==> src/rtl/vm_pkg.sv <==
// Shared vending-machine definitions: coin/amount constants, the change
// dispenser state encoding and the greedy amount-to-coins split.
package vm_pkg;

   localparam logic [4:0] AMT_5  = 5'd5;
   localparam logic [4:0] AMT_10 = 5'd10;
   localparam logic [4:0] AMT_15 = 5'd15;
   localparam logic [4:0] AMT_20 = 5'd20;

   typedef enum logic [2:0] {
      ST_IDLE,
      ST_CHECK,
      ST_EJ10,
      ST_EJ5,
      ST_GAP,
      ST_DONE,
      ST_JAM
   } disp_state_t;

   typedef struct packed {
      logic [1:0] n10;
      logic [2:0] n5;
      logic       short_f;
   } coin_split_t;

   function automatic logic amount_ok(input logic [4:0] amt);
      return (amt == AMT_5) || (amt == AMT_10) || (amt == AMT_15) || (amt == AMT_20);
   endfunction

   // Greedy split: as many tens as the tube allows, fives for the rest.
   // Inventories arrive saturated (tens at 2, fives at 7), which is enough
   // because no payable amount needs more than that.
   function automatic coin_split_t split_amount(input logic [4:0] amt,
                                                input logic [1:0] inv10_sat,
                                                input logic [2:0] inv5_sat);
      coin_split_t s;
      logic [1:0]  want10;
      logic [4:0]  rest;
      want10    = (amt >= AMT_20) ? 2'd2 : (amt >= AMT_10) ? 2'd1 : 2'd0;
      s.n10     = (want10 < inv10_sat) ? want10 : inv10_sat;
      rest      = amt - ({3'b000, s.n10} * 5'd10);
      s.n5      = 3'(rest / 5'd5);
      s.short_f = (s.n5 > inv5_sat);
      return s;
   endfunction

endpackage

==> src/rtl/vm_change_dispenser_if.sv <==
// Coin hopper handshake: one level eject request per tube, one shared ack.
interface vm_change_dispenser_if;
   logic eject10;
   logic eject5;
   logic hopper_ack;

   modport master (output eject10, output eject5, input hopper_ack);
   modport slave  (input eject10, input eject5, output hopper_ack);
endinterface

==> src/rtl/vm_tube_counter.sv <==
// One coin tube inventory: load from a refill, count down per released coin.
module vm_tube_counter #(
   parameter int INV_W = 8
) (
   input  logic             clk,
   input  logic             reset,
   input  logic             load,
   input  logic [INV_W-1:0] load_val,
   input  logic             dec,
   output logic [INV_W-1:0] count,
   output logic             is_zero
);

   assign is_zero = (count == '0);

   // Inventory register; an empty tube never wraps below zero.
   always_ff @(posedge clk or posedge reset) begin
      if (reset)
         count <= '0;
      else if (load)
         count <= load_val;
      else if (dec && !is_zero)
         count <= count - INV_W'(1);
   end

endmodule

==> src/rtl/vm_change_dispenser.sv <==
// Change dispenser: pays a requested amount as 10 and 5 rupee coins through a
// two-tube hopper, one coin per handshake, with jam detection by timeout.
// Optional build macro VM_CHANGE_AUDIT_EN adds paid_total and audit_tick.
module vm_change_dispenser
   import vm_pkg::*;
#(
   parameter int INV_W       = 8,
   parameter int ACK_TIMEOUT = 255
) (
   input  logic                  clk,
   input  logic                  reset,
   input  logic [4:0]            change,
   vm_change_dispenser_if.master hop,
   input  logic                  refill_10,
   input  logic                  refill_5,
   input  logic [INV_W-1:0]      refill_cnt,
   input  logic                  jam_clr,
   output logic                  busy,
   output logic                  done,
   output logic                  short,
   output logic                  invalid,
   output logic                  overrun,
   output logic                  jam,
`ifdef VM_CHANGE_AUDIT_EN
   output logic [15:0]           paid_total,
   output logic                  audit_tick,
`endif
   output logic [INV_W-1:0]      inv10,
   output logic [INV_W-1:0]      inv5
);

   localparam int TW = $clog2(ACK_TIMEOUT + 1);

   disp_state_t state, nxt;
   logic [4:0]    amount;
   logic [1:0]    rem10;
   logic [2:0]    rem5;
   logic [TW-1:0] tcnt;
   logic          eject10_r, eject5_r;
   logic          short_n, invalid_n, overrun_n;
   logic          zero10, zero5;
   logic [1:0]    inv10_sat;
   logic [2:0]    inv5_sat;
   coin_split_t   split;
   logic          req, ack10, ack5, timeout;

   assign hop.eject10 = eject10_r;
   assign hop.eject5  = eject5_r;

   assign req       = (change != 5'd0);
   assign inv10_sat = (inv10 > INV_W'(2)) ? 2'd2 : inv10[1:0];
   assign inv5_sat  = (inv5 > INV_W'(7)) ? 3'd7 : inv5[2:0];
   assign split     = split_amount(amount, inv10_sat, inv5_sat);
   assign ack10     = (state == ST_EJ10) && hop.hopper_ack && (rem10 != 2'd0) && !zero10;
   assign ack5      = (state == ST_EJ5) && hop.hopper_ack && (rem5 != 3'd0) && !zero5;
   assign timeout   = (tcnt == TW'(ACK_TIMEOUT));

   vm_tube_counter #(.INV_W(INV_W)) u_tube10 (
      .clk      (clk),
      .reset    (reset),
      .load     ((state == ST_IDLE) && refill_10),
      .load_val (refill_cnt),
      .dec      (ack10),
      .count    (inv10),
      .is_zero  (zero10)
   );

   vm_tube_counter #(.INV_W(INV_W)) u_tube5 (
      .clk      (clk),
      .reset    (reset),
      .load     ((state == ST_IDLE) && refill_5),
      .load_val (refill_cnt),
      .dec      (ack5),
      .count    (inv5),
      .is_zero  (zero5)
   );

   // Next-state and next-pulse decode; an ack wins over a same-cycle timeout.
   always_comb begin
      nxt       = state;
      short_n   = 1'b0;
      invalid_n = 1'b0;
      overrun_n = req && (state != ST_IDLE);
      case (state)
         ST_IDLE: begin
            if (req) begin
               if (amount_ok(change)) nxt = ST_CHECK;
               else                   invalid_n = 1'b1;
            end
         end
         ST_CHECK: begin
            if (split.short_f) begin
               nxt     = ST_IDLE;
               short_n = 1'b1;
            end else if (split.n10 != 2'd0) begin
               nxt = ST_EJ10;
            end else begin
               nxt = ST_EJ5;
            end
         end
         ST_EJ10: begin
            if (ack10)        nxt = ST_GAP;
            else if (timeout) nxt = ST_JAM;
         end
         ST_EJ5: begin
            if (ack5)         nxt = ST_GAP;
            else if (timeout) nxt = ST_JAM;
         end
         ST_GAP: begin
            if (rem10 != 2'd0)     nxt = ST_EJ10;
            else if (rem5 != 3'd0) nxt = ST_EJ5;
            else                   nxt = ST_DONE;
         end
         ST_DONE: nxt = ST_IDLE;
         ST_JAM:  if (jam_clr) nxt = ST_IDLE;
         default: nxt = ST_IDLE;
      endcase
   end

   // State, registered outputs, remaining coin counts and the ack timer.
   always_ff @(posedge clk or posedge reset) begin
      if (reset) begin
         state     <= ST_IDLE;
         eject10_r <= 1'b0;
         eject5_r  <= 1'b0;
         busy      <= 1'b0;
         done      <= 1'b0;
         short     <= 1'b0;
         invalid   <= 1'b0;
         overrun   <= 1'b0;
         jam       <= 1'b0;
         rem10     <= '0;
         rem5      <= '0;
         tcnt      <= '0;
      end else begin
         state     <= nxt;
         eject10_r <= (nxt == ST_EJ10);
         eject5_r  <= (nxt == ST_EJ5);
         busy      <= (nxt != ST_IDLE) && (nxt != ST_JAM);
         done      <= (nxt == ST_DONE);
         jam       <= (nxt == ST_JAM);
         short     <= short_n;
         invalid   <= invalid_n;
         overrun   <= overrun_n;
         if (state == ST_CHECK) begin
            rem10 <= split.n10;
            rem5  <= split.n5;
         end else if (state == ST_JAM) begin
            rem10 <= '0;
            rem5  <= '0;
         end else begin
            if (ack10) rem10 <= rem10 - 2'd1;
            if (ack5)  rem5  <= rem5 - 3'd1;
         end
         if ((nxt == state) && ((state == ST_EJ10) || (state == ST_EJ5)))
            tcnt <= tcnt + TW'(1);
         else
            tcnt <= '0;
      end
   end

   // Requested amount, captured only when a valid request is accepted.
   always_ff @(posedge clk) begin
      if ((state == ST_IDLE) && (nxt == ST_CHECK))
         amount <= change;
   end

`ifdef VM_CHANGE_AUDIT_EN
   // Running total of rupees actually released, one tick per accepted coin.
   always_ff @(posedge clk or posedge reset) begin
      if (reset) begin
         paid_total <= 16'd0;
         audit_tick <= 1'b0;
      end else begin
         audit_tick <= ack10 || ack5;
         if (ack10)     paid_total <= paid_total + 16'd10;
         else if (ack5) paid_total <= paid_total + 16'd5;
      end
   end
`endif

endmodule

==> src/flat_wrapper.sv <==
// flat-port wrapper written by rule: the top's interface ports become plain ports
module vm_change_dispenser_flat import vm_pkg::*;
#(
   parameter int INV_W       = 8,
   parameter int ACK_TIMEOUT = 255
)
  (clk, reset, change, refill_10, refill_5, refill_cnt, jam_clr, busy, done, short, invalid, overrun, jam, inv10, inv5, hop_eject10, hop_eject5, hop_hopper_ack);
  vm_change_dispenser_if hop_i ();
  input  logic clk;
  input  logic reset;
  input  logic [4:0] change;
  input  logic refill_10;
  input  logic refill_5;
  input  logic [INV_W-1:0] refill_cnt;
  input  logic jam_clr;
  output logic busy;
  output logic done;
  output logic short;
  output logic invalid;
  output logic overrun;
  output logic jam;
  output logic [INV_W-1:0] inv10;
  output logic [INV_W-1:0] inv5;
  output wire logic [$bits(hop_i.eject10)-1:0] hop_eject10;
  output wire logic [$bits(hop_i.eject5)-1:0] hop_eject5;
  input wire logic [$bits(hop_i.hopper_ack)-1:0] hop_hopper_ack;
  assign hop_eject10 = hop_i.eject10;
  assign hop_eject5 = hop_i.eject5;
  assign hop_i.hopper_ack = hop_hopper_ack;
  vm_change_dispenser #(.INV_W(INV_W), .ACK_TIMEOUT(ACK_TIMEOUT)) u_core (.clk(clk), .reset(reset), .change(change), .hop(hop_i), .refill_10(refill_10), .refill_5(refill_5), .refill_cnt(refill_cnt), .jam_clr(jam_clr), .busy(busy), .done(done), .short(short), .invalid(invalid), .overrun(overrun), .jam(jam), .inv10(inv10), .inv5(inv5));
endmodule
==> config.mk <==
export PLATFORM = sky130hd
export DESIGN_NAME = vm_change_dispenser_flat
export DESIGN_NICKNAME = d
export VERILOG_FILES = /design/src/rtl/vm_pkg.sv /design/src/rtl/vm_change_dispenser_if.sv /design/src/rtl/vm_tube_counter.sv /design/src/rtl/vm_change_dispenser.sv /design/src/flat_wrapper.sv
export SDC_FILE = /design/constraint.sdc
export NUM_CORES = 1
export LEC_CHECK = 0
export CORE_MARGIN = 8
export CORE_UTILIZATION = 42
export DETAILED_ROUTE_END_ITERATION = 10
export PLACE_DENSITY = 0.75
export SLEW_MARGIN = 40
export SYNTH_ARGS = -nofsm -noshare
export SYNTH_HDL_FRONTEND = slang
export SYNTH_SLANG_ARGS = --single-unit
==> constraint.sdc <==
create_clock -name clk -period 7.4 [get_ports clk]
set_clock_uncertainty 0.1 [all_clocks]
set_input_delay 1.48 -clock clk [delete_from_list [all_inputs] [get_ports clk]]
set_output_delay 1.48 -clock clk [all_outputs]
set_load 0.02 [all_outputs]
==> flow_summary.json, run 1 <==
{
  "post_cts_resized": 0,
  "syn2layout_area_growth_pct": 21.2,
  "clock.fmax_mhz": 171,
  "gp_congestion": 0.865,
  "fill_cells": 604,
  "hold_buffers": 0,
  "end_kind": "flip-flop",
  "synthArstFlopShare_pct": 88.9,
  "numCtsBuffers": 5,
  "maxSlewViolCount": 0,
  "ys.flop_type": "dfrtp_1",
  "grt_pass1_wl_um": 11100,
  "syn_nets": 352,
  "fin_area_mm2": 0.00348,
  "finalWirelength_um": 6460,
  "postCtsSetupBuffers": 0,
  "netlist_instances": 317,
  "drt_iter0_drc": 172,
  "grt_overflow_total": 0,
  "synth_edf_count": 5,
  "synth_area_per_cell_um2": 9.05,
  "path_class": "reg -> reg",
  "cts_tree": "done",
  "h-tree-depth": 2,
  "slew-limit-headroom_pct": 55.5,
  "dp_hpwl_um": 4990,
  "fin_util_pct": 51.8,
  "grt_use_met3_pct": 3.59,
  "use_met1_pct": 18.0,
  "fin_crit_sh_pct": 79.0,
  "p_per_area_mw_per_mm2": 365,
  "synth_area_leaders": "dfrtp_1, ha_1, edfxtp_1",
  "hp-class": "reg -> reg",
  "synth.cells.most_frequent": "dfrtp_1, nor2_1, nand2_1, inv_1, a21oi_1",
  "vias_per_cell": 5.54,
  "whs_ns": 0.393,
  "grt_util_met2_pct": 21.7,
  "grt_max_degree": 41,
  "synth_cell_types": 55,
  "antenna_found_initial": 0,
  "drive_gt1_share_pct": 5.29,
  "cp_max_fo": 8,
  "dr_total_vias": 2431,
  "max_stage_delay_ns": 0.49,
  "setup_viol_count_final": 0,
  "rrSetupSlack_ns": 1.56,
  "rsz0062_at_grt": "false",
  "track_usage_pct": 13.9,
  "r2r-start": "u_core.u_tube10.count[2]",
  "holdPathEnd": "u_core.tcnt[0]",
  "cts_sinks": 45,
  "tightest_slew_ns": 0.661,
  "crit_required_ns": 7.52,
  "yosysTopAreaCell": "dfrtp_1",
  "power_leakage_nw": 1.43,
  "r2r-end": "u_core.hop.eject10",
  "startpoint_type": "flip-flop",
  "vdd_ir_drop_max_v": 0.000237,
  "post_drt_wl_per_cell_um": 14.7,
  "dieArea_mm2": 0.00973,
  "root_buffer": "clkbuf_8",
  "yosys_warnings": 0,
  "dpl_cell_area_mm2": 0.00337,
  "drc": 0,
  "fin_crit_ns": 5.84,
  "synth_seq_cells": 45,
  "holdCritStartpoint": "u_core.tcnt[0]",
  "detail-route-antenna-nets": 0,
  "clkLatencyLatePin_ns": 0.30,
  "core_mm2": 0.00672,
  "r2r_cells": 29,
  "arrival_ns": 5.96,
  "status": "finished, final reports clean",
  "final-hold-violation-count": 0,
  "yosysTopAreaCellShare_pct": 34.9,
  "port_buffers": 42,
  "power_mw": 1.27,
  "die_h_um": 98.7,
  "cp_slowest_cell": "dfrtp_1",
  "hold_depth": 1,
  "start_util_pct": 42.7,
  "cts_buffer_depth": 2,
  "io_pins": 43,
  "nets": 393,
  "crit_path_frequent_cell": "ha_1",
  "diodes": 0,
  "seq_area_frac_synth_pct": 40.1,
  "setup-tns-final_ns": 0,
  "clk_pin_slew_ns": 0.08,
  "grt_pass1_vias": 2414,
  "syn_area_mm2": 0.00287,
  "max_cap_viol_count": 0,
  "dr.pass1.iters": 4,
  "die_w_um": 98.7,
  "num_rows": 30,
  "globalRoute.busiestLayer": "met2"
}
-- metal layers --
layer | share of wire (%) | vias to the layer above
met4 | 1.6 | 0
met3 | 5.0 | 11
met2 | 44 | 71
li1 | - | 1222
met1 | 50 | 1127
met5 | 0 | -
-- stage by stage --
step                worst slack (ns)  std cells
finish                          1.56        439
global route                   0.980        439
CTS                             1.54        439
detailed placement              1.58        431
global placement                1.82        431
floorplan                       2.07        317
-- worst max-delay path by stage --
stage	startpoint	end	slack (ns)
global placement	u_core.u_tube10.count[2]	u_core.hop.eject10	1.82
detailed placement	u_core.u_tube10.count[2]	u_core.hop.eject10	1.58
global route	u_core.u_tube10.count[2]	u_core.hop.eject10	0.98
floorplan	u_core.u_tube10.count[2]	u_core.hop.eject10	2.07
CTS	u_core.u_tube10.count[2]	u_core.hop.eject10	1.54
finish	u_core.u_tube10.count[2]	u_core.hop.eject10	1.56
-- cells by family (layout without fill, tap and decap cells) --
group	Yosys count	count (layout)	share of synthesized area [%]
adders and majority gates	16	16	7.24
AOI/OAI and AO/OA	71	71	17.4
buffers and inverters	32	74	4.23
DFF	45	45	40.1
muxes	3	3	1.09
and+or+nand+nor	130	130	23.9
xor gates and xnor gates	20	20	6.11
-- report_power, final --
part           internal, mW  switching [mW]  total, mW
Sequential            0.337           0.108      0.445
Clock                0.0844          0.0819      0.166
Combinational         0.289           0.369      0.658
-- state kept, by name (all words and copies together), names as in the netlist --
register               count
u_core.done                1
u_core.overrun             1
u_core.state               3
u_core.hop.eject10         1
u_core.hop.eject5          1
u_core.u_tube5.count       8
u_core.tcnt                8
u_core.amount              5
u_core.busy                1
u_core.u_tube10.count      8
u_core.rem5                3
u_core.rem10               2
u_core.short               1
u_core.jam                 1
u_core.invalid             1
-- critical path: cells and delay by family (launching register included) --
kind            cells  cell delay [ns]
flops               1             0.49
mux                 1             0.38
compound gates      9             1.45
xor+xnor            1             0.06
buf+inv             3             0.27
fa+ha+maj           4             0.98
simple gates       11             2.03
-- cell type report --
cell class | count | area [µm²] | area share, %
well taps | 80 | 100 | 2.88
flip-flops and latches | 45 | 1150 | 33.1
clock buffers | 7 | 96.3 | 2.77
clock inverters | 1 | 5.00 | 0.144
repair buffers | 43 | 428 | 12.3
inverters | 23 | 86.3 | 2.48
multi-input cells | 240 | 1610 | 46.3
-- layout by cell type (no fill, tap or decap), drive strengths merged, types with 2 or more instances in the layout --
cell	netlist	routed
a32oi	2	2
o211ai	2	2
o21a	3	3
inv	23	23
a21oi	16	16
or4	5	5
ha	15	15
edfxtp	5	5
o21ai	15	15
or3	4	4
mux2i	2	2
o22ai	5	5
dfrtp	40	40
nor4	7	7
o31ai	2	2
nor3b	3	3
o311ai	4	4
nor2b	8	8
nor2	40	40
a21o	2	2
xnor2	12	12
nand2	25	25
and2	6	6
a221oi	2	2
and3b	2	2
xor2	8	8
and3	4	4
nand3	13	13
clkbuf	8	7
nand2b	3	3
clkdlybuf4s50	0	42
a31oi	7	7
nor3	7	7
(Power assumes the default switching activity.)
==> run 2: changes to the inputs <==
==> constraint.sdc (replaced) <==
create_clock -name clk -period 5.7 [get_ports clk]
set_clock_uncertainty 0.1 [all_clocks]
set_input_delay 1.14 -clock clk [delete_from_list [all_inputs] [get_ports clk]]
set_output_delay 1.14 -clock clk [all_outputs]
set_load 0.02 [all_outputs]
==> run 2 against run 1 <==
Against the previous run: routed wire length rose by 5.2%; die area is the same; cell area grew 2.3%; sequential share of layout area shrank 0.70 points; final cell count rose by 1.4%.
==> flow_summary.json, run 2 (same netlist as run 1, synthesis figures left out) <==
{
  "status": "finished, final reports clean",
  "finalWirelength_um": 6790,
  "port_buffers": 42,
  "setup-tns-final_ns": 0,
  "crit_required_ns": 5.83,
  "diodes": 0,
  "io_pins": 43,
  "h-tree-depth": 2,
  "grt_pass1_wl_um": 11800,
  "hp-class": "reg -> reg",
  "root_buffer": "clkbuf_8",
  "whs_ns": 0.401,
  "max_stage_delay_ns": 0.47,
  "fin_crit_sh_pct": 92.6,
  "gp_congestion": 0.858,
  "fin_crit_ns": 5.28,
  "track_usage_pct": 14.6,
  "start_util_pct": 42.7,
  "pre_cts_ws_ns": 0.201,
  "detail-route-antenna-nets": 0,
  "clk_pin_slew_ns": 0.09,
  "cp_max_fo": 8,
  "share_seq_of_total_power_pct": 33.9,
  "maxSlewViolCount": 0,
  "dr.pass1.iters": 4,
  "dp.cells": 434,
  "cts_sinks": 45,
  "cp_num_buf_inv": 4,
  "die_w_um": 98.7,
  "dpl_cell_area_mm2": 0.00339,
  "grt_pass1_vias": 2556,
  "fin_util_pct": 52.9,
  "startpoint_type": "flip-flop",
  "cts_tree": "done",
  "holdCritStartpoint": "u_core.tcnt[0]",
  "tightest_slew_ns": 0.695,
  "vdd_ir_drop_max_v": 0.000228,
  "drc": 0,
  "crit_family": "simple AND/OR/NAND/NOR gates",
  "post_drt_wl_per_cell_um": 15.3,
  "switchingPower_mw": 0.756,
  "switching_share_pct": 44.3,
  "final_cell_mix": "clkdlybuf4s50_1, nor2_1, dfrtp_1, nand2_1, inv_1",
  "fill_cells": 592,
  "syn2layout_area_growth_pct": 24.0,
  "grt_max_degree": 41,
  "grt_overflow_total": 0,
  "top_regs": "u_core.tcnt x8, u_core.u_tube10.count x8, u_core.u_tube5.count x8",
  "max_cap_viol_count": 0,
  "numCtsBuffers": 5,
  "rsz0062_at_grt": "false",
  "layout.area.seq_mm2": 0.00115,
  "path_class": "reg -> reg",
  "cp_slowest_cell": "dfrtp_2",
  "fin_cells": 445,
  "num_rows": 30,
  "dp_hpwl_um": 5250,
  "dieArea_mm2": 0.00973,
  "drt_iter0_drc": 142,
  "p_int_mw": 0.949,
  "r2r-start": "u_core.u_tube10.count[2]",
  "power_mw": 1.70,
  "layout_commonest_cell": "clkdlybuf4s50_1",
  "core_mm2": 0.00672,
  "drive_gt1_share_pct": 8.49,
  "power_leakage_nw": 1.46,
  "pwr-share-clk_pct": 13.4,
  "end_kind": "flip-flop",
  "vias_per_cell": 5.63,
  "dr_total_vias": 2504,
  "antenna_found_initial": 0,
  "fin_ws_ns": 0.419,
  "p_per_area_mw_per_mm2": 479,
  "critPathLaunch": "u_core.u_tube10.count[2]",
  "arrival_ns": 5.41,
  "fin_area_mm2": 0.00356,
  "final-hold-violation-count": 0,
  "multi_input_area_mm2": 0.00164,
  "clkLatencyLatePin_ns": 0.31,
  "die_h_um": 98.7,
  "combPwrFrac_pct": 52.7,
  "clock.fmax_mhz": 189,
  "nets": 399,
  "slew-limit-headroom_pct": 53.2,
  "cts_buffer_depth": 2,
  "rrSetupSlack_ns": 0.42,
  "setup_viol_count_final": 0
}
==> run 2: repair_timing <==
| item | CTS | global route |
|---|---|---|
| buffers inserted | 0 | 3 |
| resized for setup | 0 | 7 |
| setup endpoints to repair | 0 | 6 |
| hold buffers | 0 | 0 |
==> run 2: power groups by stage <==
stage	logic, mW	registers (mW)	clock network (mW)
2_1_floorplan	0.506	0.628	0
3_3_place_gp	0.850	0.574	0
3_5_place_dp	0.878	0.579	0
4_1_cts	0.883	0.574	0.238
5_1_grt	1.00	0.599	0.247
6_report	0.898	0.578	0.228
==> run 2: final timing paths <==
| check | to | depth (start not counted) |
|---|---|---|
| max in group asynchronous | u_core.u_tube10.count[2] | 3 |
| min | u_core.tcnt[0] | 1 |
| min reg2reg | u_core.tcnt[0] | 1 |
| max reg2reg | u_core.hop.eject10 | 28 |
| max | u_core.hop.eject10 | 28 |
| min in group asynchronous | u_core.done | 3 |
==> run 2: cell type report <==
type | instances | share of cell area (%)
multi-input combinational | 240 | 46.0
sequential | 45 | 32.4
timing repair buffer | 49 | 13.3
tap | 80 | 2.81
clock buffer | 6 | 2.64
inverter | 23 | 2.43
clock inverter | 2 | 0.457
==> run 2: routing by layer <==
layer / track usage (%) / vias up / wire length [µm]
li1: - / 1234 / -
met1: 18.0 / 1190 / 3190
met4: 5.67 / 0 / 111
met5: 0 / - / 0
met2: 23.8 / 69 / 3120
met3: 3.81 / 11 / 373
